[src/rtl/uart_rx_unit_pkg.sv]
// Shared UART definitions: FSM state encoding, default line settings and
// the divider arithmetic used to turn a baud rate into clock counts.
package uart_rx_unit_pkg;

  typedef enum logic [2:0] {
    ST_IDLE    = 3'd0,
    ST_START   = 3'd1,
    ST_DATA    = 3'd2,
    ST_STOP    = 3'd3,
    ST_WAIT_HI = 3'd4
  } uart_state_e;

  localparam int unsigned DEF_CLOCK_HZ  = 50_000_000;
  localparam int unsigned DEF_BAUD_RATE = 115200;

  // Clocks per bit, integer floor.
  function automatic int unsigned uart_div(input int unsigned clk_hz,
                                           input int unsigned baud);
    return clk_hz / baud;
  endfunction

  // Clocks from the start edge to the middle of the start bit.
  function automatic int unsigned uart_half(input int unsigned clk_hz,
                                            input int unsigned baud);
    return uart_div(clk_hz, baud) / 2;
  endfunction

endpackage

[src/rtl/uart_rx_unit_sync_2ff.sv]
// Two-flop synchronizer for a single asynchronous input; the reset value is
// a parameter so idle-high lines come out of reset already idle.
module sync_2ff #(
  parameter logic RST_VAL = 1'b1
) (
  input  logic clk_i,
  input  logic rst_ni,
  input  logic d_i,
  output logic q_o
);

  logic [1:0] ff_q;

  always_ff @(posedge clk_i or negedge rst_ni) begin
    if (!rst_ni) ff_q <= {2{RST_VAL}};
    else         ff_q <= {ff_q[0], d_i};
  end

  assign q_o = ff_q[1];

endmodule

[src/rtl/uart_rx_unit.sv]
// 8N1 UART receiver: synchronizes rx, samples each bit at its centre,
// checks the stop bit and holds the received byte under valid/ready.
module uart_rx_unit
  import uart_rx_unit_pkg::*;
#(
  parameter int unsigned CLOCK_HZ  = DEF_CLOCK_HZ,
  parameter int unsigned BAUD_RATE = DEF_BAUD_RATE
) (
  input  logic       clock,
  input  logic       reset_n,
  input  logic       rx,
  output logic [7:0] rx_data,
  output logic       rx_valid,
  input  logic       rx_ready,
  output logic       frame_err,
  output logic       overrun,
  output logic       busy
);

  localparam int unsigned DIV  = uart_div(CLOCK_HZ, BAUD_RATE);
  localparam int unsigned HALF = uart_half(CLOCK_HZ, BAUD_RATE);
  localparam int unsigned CW   = $clog2(DIV);

  localparam logic [CW-1:0] DIV_LAST  = CW'(DIV - 1);
  localparam logic [CW-1:0] HALF_LAST = CW'(HALF - 1);

  logic rx_s;

  sync_2ff #(.RST_VAL(1'b1)) u_sync (
    .clk_i  (clock),
    .rst_ni (reset_n),
    .d_i    (rx),
    .q_o    (rx_s)
  );

  uart_state_e   state_q, state_d;
  logic [CW-1:0] cnt_q, cnt_d;
  logic [2:0]    idx_q, idx_d;
  logic [7:0]    shift_q, shift_d;
  logic [7:0]    data_q, data_d;
  logic          valid_q, valid_d;
  logic          ferr_q, ferr_d;
  logic          ovr_q, ovr_d;
  logic          stop_ok, stop_bad, accept;

  always_ff @(posedge clock or negedge reset_n) begin
    if (!reset_n) begin
      state_q <= ST_IDLE;
      cnt_q   <= '0;
      idx_q   <= '0;
      shift_q <= '0;
      data_q  <= '0;
      valid_q <= 1'b0;
      ferr_q  <= 1'b0;
      ovr_q   <= 1'b0;
    end else begin
      state_q <= state_d;
      cnt_q   <= cnt_d;
      idx_q   <= idx_d;
      shift_q <= shift_d;
      data_q  <= data_d;
      valid_q <= valid_d;
      ferr_q  <= ferr_d;
      ovr_q   <= ovr_d;
    end
  end

  always_comb begin
    state_d  = state_q;
    cnt_d    = cnt_q;
    idx_d    = idx_q;
    shift_d  = shift_q;
    stop_ok  = 1'b0;
    stop_bad = 1'b0;
    unique case (state_q)
      ST_IDLE: begin
        if (!rx_s) begin
          state_d = ST_START;
          cnt_d   = '0;
        end
      end
      ST_START: begin
        if (cnt_q == HALF_LAST) begin
          cnt_d   = '0;
          idx_d   = '0;
          // A start bit that is gone by mid-bit was a glitch.
          state_d = rx_s ? ST_IDLE : ST_DATA;
        end else begin
          cnt_d = cnt_q + 1'b1;
        end
      end
      ST_DATA: begin
        if (cnt_q == DIV_LAST) begin
          cnt_d   = '0;
          shift_d = {rx_s, shift_q[7:1]};
          idx_d   = idx_q + 3'd1;
          if (idx_q == 3'd7) state_d = ST_STOP;
        end else begin
          cnt_d = cnt_q + 1'b1;
        end
      end
      ST_STOP: begin
        if (cnt_q == DIV_LAST) begin
          cnt_d = '0;
          if (rx_s) begin
            stop_ok = 1'b1;
            state_d = ST_IDLE;
          end else begin
            stop_bad = 1'b1;
            state_d  = ST_WAIT_HI;
          end
        end else begin
          cnt_d = cnt_q + 1'b1;
        end
      end
      // A break holds the line low; wait for it to return before rearming.
      ST_WAIT_HI: if (rx_s) state_d = ST_IDLE;
      default:    state_d = ST_IDLE;
    endcase
  end

  // Holding register: a completed byte is loaded only if the slot is free
  // or being drained this same cycle; otherwise it is lost and flagged.
  always_comb begin
    accept  = valid_q & rx_ready;
    valid_d = valid_q & ~accept;
    data_d  = data_q;
    ovr_d   = 1'b0;
    ferr_d  = stop_bad;
    if (stop_ok) begin
      if (!valid_q || accept) begin
        data_d  = shift_q;
        valid_d = 1'b1;
      end else begin
        ovr_d = 1'b1;
      end
    end
  end

  assign rx_data   = data_q;
  assign rx_valid  = valid_q;
  assign frame_err = ferr_q;
  assign overrun   = ovr_q;
  assign busy      = (state_q != ST_IDLE);

endmodule

[config.mk]
export PLATFORM = sky130hd
export DESIGN_NAME = uart_rx_unit
export DESIGN_NICKNAME = d
export VERILOG_FILES = /design/src/rtl/uart_rx_unit_pkg.sv /design/src/rtl/uart_rx_unit_sync_2ff.sv /design/src/rtl/uart_rx_unit.sv
export SDC_FILE = /design/constraint.sdc
export NUM_CORES = 1
export LEC_CHECK = 0
export BUFFER_PORTS_ARGS = -buffer_cell sky130_fd_sc_hd__buf_2
export CAP_MARGIN = 20
export CORE_MARGIN = 2
export CORE_UTILIZATION = 62
export CTS_CLUSTER_DIAMETER = 150
export DETAILED_ROUTE_END_ITERATION = 6
export PLACE_DENSITY = 0.79
export REMOVE_ABC_BUFFERS = 1
export SETUP_SLACK_MARGIN = 0.3
export SLEW_MARGIN = 5
export SYNTH_ARGS = -nofsm -noshare
export SYNTH_HDL_FRONTEND = slang
export SYNTH_SLANG_ARGS = --single-unit
[constraint.sdc]
create_clock -name clock -period 2.6 [get_ports clock]
set_clock_uncertainty 0.05 [all_clocks]
set_input_delay 0.26 -clock clock [delete_from_list [all_inputs] [get_ports clock]]
set_output_delay 0.26 -clock clock [all_outputs]
set_load 0.01 [all_outputs]
==> impl_summary.md <==
Layout
The number of non-filler instances in the completed layout is approximately 210. The library cell used most frequently in the layout, excluding fill and tap cells, is dfrtp_1. Relative to the synthesized area, the layout overhead comes to 9.343%. In the layout the commonest cells are 34 x dfrtp_1, 18 x nand2_1, 16 x mux2_2.

The design area is 1977 µm². 0 antenna diodes ended up in the layout. The count of nets after finishing is 186. The proportion of layout cells with a drive suffix above 1 is between 20% and 30%.

The number of fill cells in the layout is approximately 200. For this run, the share of the core covered by cells in the final layout is a little under three quarters.

Synthesis
The Yosys warning count is 0. The synthesized netlist devotes 3.460% of its cell area to adder and majority cells. Averaged over all synthesized cells, the footprint is 11.44 µm².

The number of synthesized register bits is 36. The synthesized-area fraction occupied by ao, oa, aoi and oai cells is 13.91%. The proportion of synthesized flip-flops having asynchronous set or reset is 100.0%. The synthesized design contains 0 enable-type register cells. By area, the combinational part of the netlist is dominated by simple AND/OR/NAND/NOR gates. The sequential fraction of the synthesis area is between 40% and 50%. Among all flip-flop cells after synthesis, the most frequent one is dfrtp_1. The synthesized netlist devotes ~1.5% of its cell area to XOR and XNOR gates. The share of synthesized area spent on multiplexers is ~10%. The portion of synthesized cell area occupied by the leading cell type is roughly 47%. The post-synthesis instance total is around 160. The count of distinct cell types in the synthesized netlist is 43.

The cell type with the highest aggregate area in the netlist is dfrtp_1. The cell area after synthesis is 1808 µm². Of the total synthesized cell area, the portion taken by AND, OR, NAND and NOR gates is between 10% and 20%. In the post-synthesis netlist, the biggest area contributors are dfrtp_1 47%, mux2_2 10%, nand2_1 3.7%.

Setup path
By startpoint and endpoint, the worst setup path is classified as reg -> reg. The critical path buffer and inverter count is 1. STA classifies the critical path endpoint as a flop. Data on the critical path arrives at its endpoint at between 2 and 2.5 ns.

The cell type group with the largest total delay on the critical path is simple AND/OR/NAND/NOR gates. The startpoint kind of the worst setup timing path is a flop. At the worst endpoint, the required time is roughly 2.8 ns. In this run the register-to-register setup slack is 0.57 ns. The worst-path maximum fanout is 8.

The largest individual stage delay along the critical path comes from the cell and4b_1. On the worst path, the slowest cell contributes a delay of 0.46 ns. Traced cell by cell, the critical path runs through inv_1 -> ha_1 -> and4bb_2 -> and4b_1 -> mux2_2.

Global route
The overall routing resource usage is 22.52%. Entering global routing, the biggest net connects 37 pins. The first global-routing pass estimated around 5600 µm of wire. The number of global-route vias before repair is about 1,200. The number of antenna violations at the first check in global routing was 0.

The overall overflow remaining after global route is 0.

Clocking
The later pin in the worst-skew pair is clocked with a latency of between 0.3 and 0.4 ns. The root buffer cell is clkbuf_4. The longest clock path from root to sink contains 2 buffers. TritonCTS built the clock tree.

The H-tree level count is 2. The clock-pin slew of the registers on the worst-case setup and hold paths is between 0.1 and 0.15 ns. The number of sinks handled by clock tree synthesis is 36. The count of cells resized by post-cts repair is 0. The number of clock buffers added by TritonCTS is 5.

Timing
The accumulated negative setup slack is 0 ns. The final number of max-transition violations was 0. The number of setup violations in the final report is 0. The clock period minus final worst setup slack is ~2 ns. The worst-case setup margin in the final layout is approximately 0.57 ns. Final hold analysis gives a worst-case slack of 0.1321 ns.

The number of endpoints with negative hold slack in the final report is 0. Measured against its own limit, the worst slew margin works out to between 40% and 50%. At the pin with the least slew margin, the transition time is around 0.78 ns. Setup repair after global routing left no endpoint under its margin. The period utilization is ~80%. Based on the critical path, the design can be clocked at up to roughly 490 MHz.

Route
The routed wire length per instance is about 16 µm. The top routing layer in use is met4. The met3 wirelength from detailed routing is between 150 and 200 µm. For this block, the routed nets add up to approximately 3300 µm of wire. The detailed-routed wire length on met2 is roughly 1700 µm.

The first detailed-routing pass ran for 4 iterations. For this block, the via count after detailed routing is 1,279. The total DRC errors in the routed layout is 0. In this run the remaining antenna-violating nets after routing total 0. The detailed-routing wirelength on met1 is around 1400 µm.

The violation count after the first detailed-routing iteration is 49. The number of vias per cell is slightly above 6.

Hold path
The type of the worst min-delay path is in -> reg.

Floorplanning
Measured along the x axis, the die boundary spans 58 µm. The floorplan step defined a core boundary enclosing about 2800 µm². In this run the core area contains 19 standard-cell rows.

The chip height is a little under 60 µm. The die area is roughly 3400 µm². The top-level I/O count is 16. The effective utilization at floorplan is around two thirds.

Placed design
After detailed placement, the design holds a cell count of between 150 and 200. The worst setup timing slack at the placement stage is roughly 0.6 ns. The count of buffers added on input and output ports is 15. The placed cell area is about 1900 µm². At the end of routability-driven placement, the weighted congestion stood at 0.8730. Detailed placement ended at an HPWL of between 2000 and 2500 µm.

Pwr
Dividing total power by cell area gives a power density of between 400 and 500 nW/µm². In this run the static leakage power is just under 1 nW. The overall power after layout is between 0.9 and 1 mW.

The peak ir drop on the vdd network is 0.4792 mV.

Flow run
Max-cap violations in this run came to 0.

Status
The flow ran to the end, and the final reports show no timing, DRC or antenna violations.
[sequential cells by signal, indices dropped and copies added (netlist names)]
name	count
u_sync.ff_q	2
rx_valid	1
state_q	3
frame_err	1
idx_q	3
cnt_q	9
overrun	1
rx_data	8
shift_q	8
[cell families after synthesis]
kind of cell             count (synthesis)
flip-flops                              36
multiplexers                            16
AND/OR/NAND/NOR                         53
buffers and inverters                   14
XOR/XNOR                                 3
adder cells (fa/ha/maj)                  5
AO/OA/AOI/OAI                           31
[routing by layer]
layer,global-route usage [%],vias to the layer above
li1,-,604
met1,27.40,634
met2,37.34,33
met3,5.357,8
met4,11.63,0
met5,0,-
[synthesized netlist by cell type, types with 2 or more instances]
master and instances:
nand3_1 5, o22ai_1 2, and4bb_2 2, nand4_1 2, ha_1 5, o211ai_1 2
dfstp_2 2, mux2_2 16, and4_1 2, buf_6 2, o211ai_2 3, nor2b_1 3
nor3_1 4, buf_4 2, a21oi_1 4, nor2_1 7, and4b_1 3, inv_1 9
o21ai_1 2, dfrtp_1 34, nand2_1 18, xnor2_1 2, o21ai_0 7
[timing repair]
action | CTS | global route
hold buffers | 2 | 0
endpoints found under the hold margin | 35 | 0
setup buffers | 0 | 0
[power breakdown]
group / leakage (nW) / switching (mW) / internal [mW]
Clock: 0.0412 / 0.193 / 0.200
Sequential: 0.481 / 0.00220 / 0.563
Combinational: 0.445 / 0.0110 / 0.00404
[worst reg2reg max path, stage by stage, from the launching register on]
cell and delay (ns):
dfrtp_1 0.43, inv_1 0.10, ha_1 0.18, and4bb_2 0.30, and4b_1 0.46, mux2_2 0.39
[area by class of cell]
cell class	instances	area, µm²	share of cell area [%]
Clock buffer	5	37.54	1.899
Clock inverter	3	42.54	2.152
Inverter	9	33.78	1.709
Timing Repair Buffer	17	95.09	4.810
Tap cell	31	38.79	1.962
Sequential cell	36	903.4	45.70
Multi-Input combinational cell	108	825.8	41.77
[worst paths after layout]
check | startpoint | to | cells after the start
worst max-delay path | cnt_q[1]$_DFFE_PN0P_ | rx_data[6]$_DFFE_PN0P_ | 5
worst min-delay path | rx_ready | overrun$_DFF_PN0_ | 3
worst max register to register | cnt_q[1]$_DFFE_PN0P_ | rx_data[6]$_DFFE_PN0P_ | 5
worst min register to register | u_sync.ff_q[0]$_DFF_PN1_ | u_sync.ff_q[1]$_DFF_PN1_ | 0
max in group asynchronous | reset_n | rx_data[6]$_DFFE_PN0P_ | 2
min in group asynchronous | reset_n | state_q[0]$_DFFE_PN0P_ | 2
No activity file was read; power rests on OpenSTA's default activity.
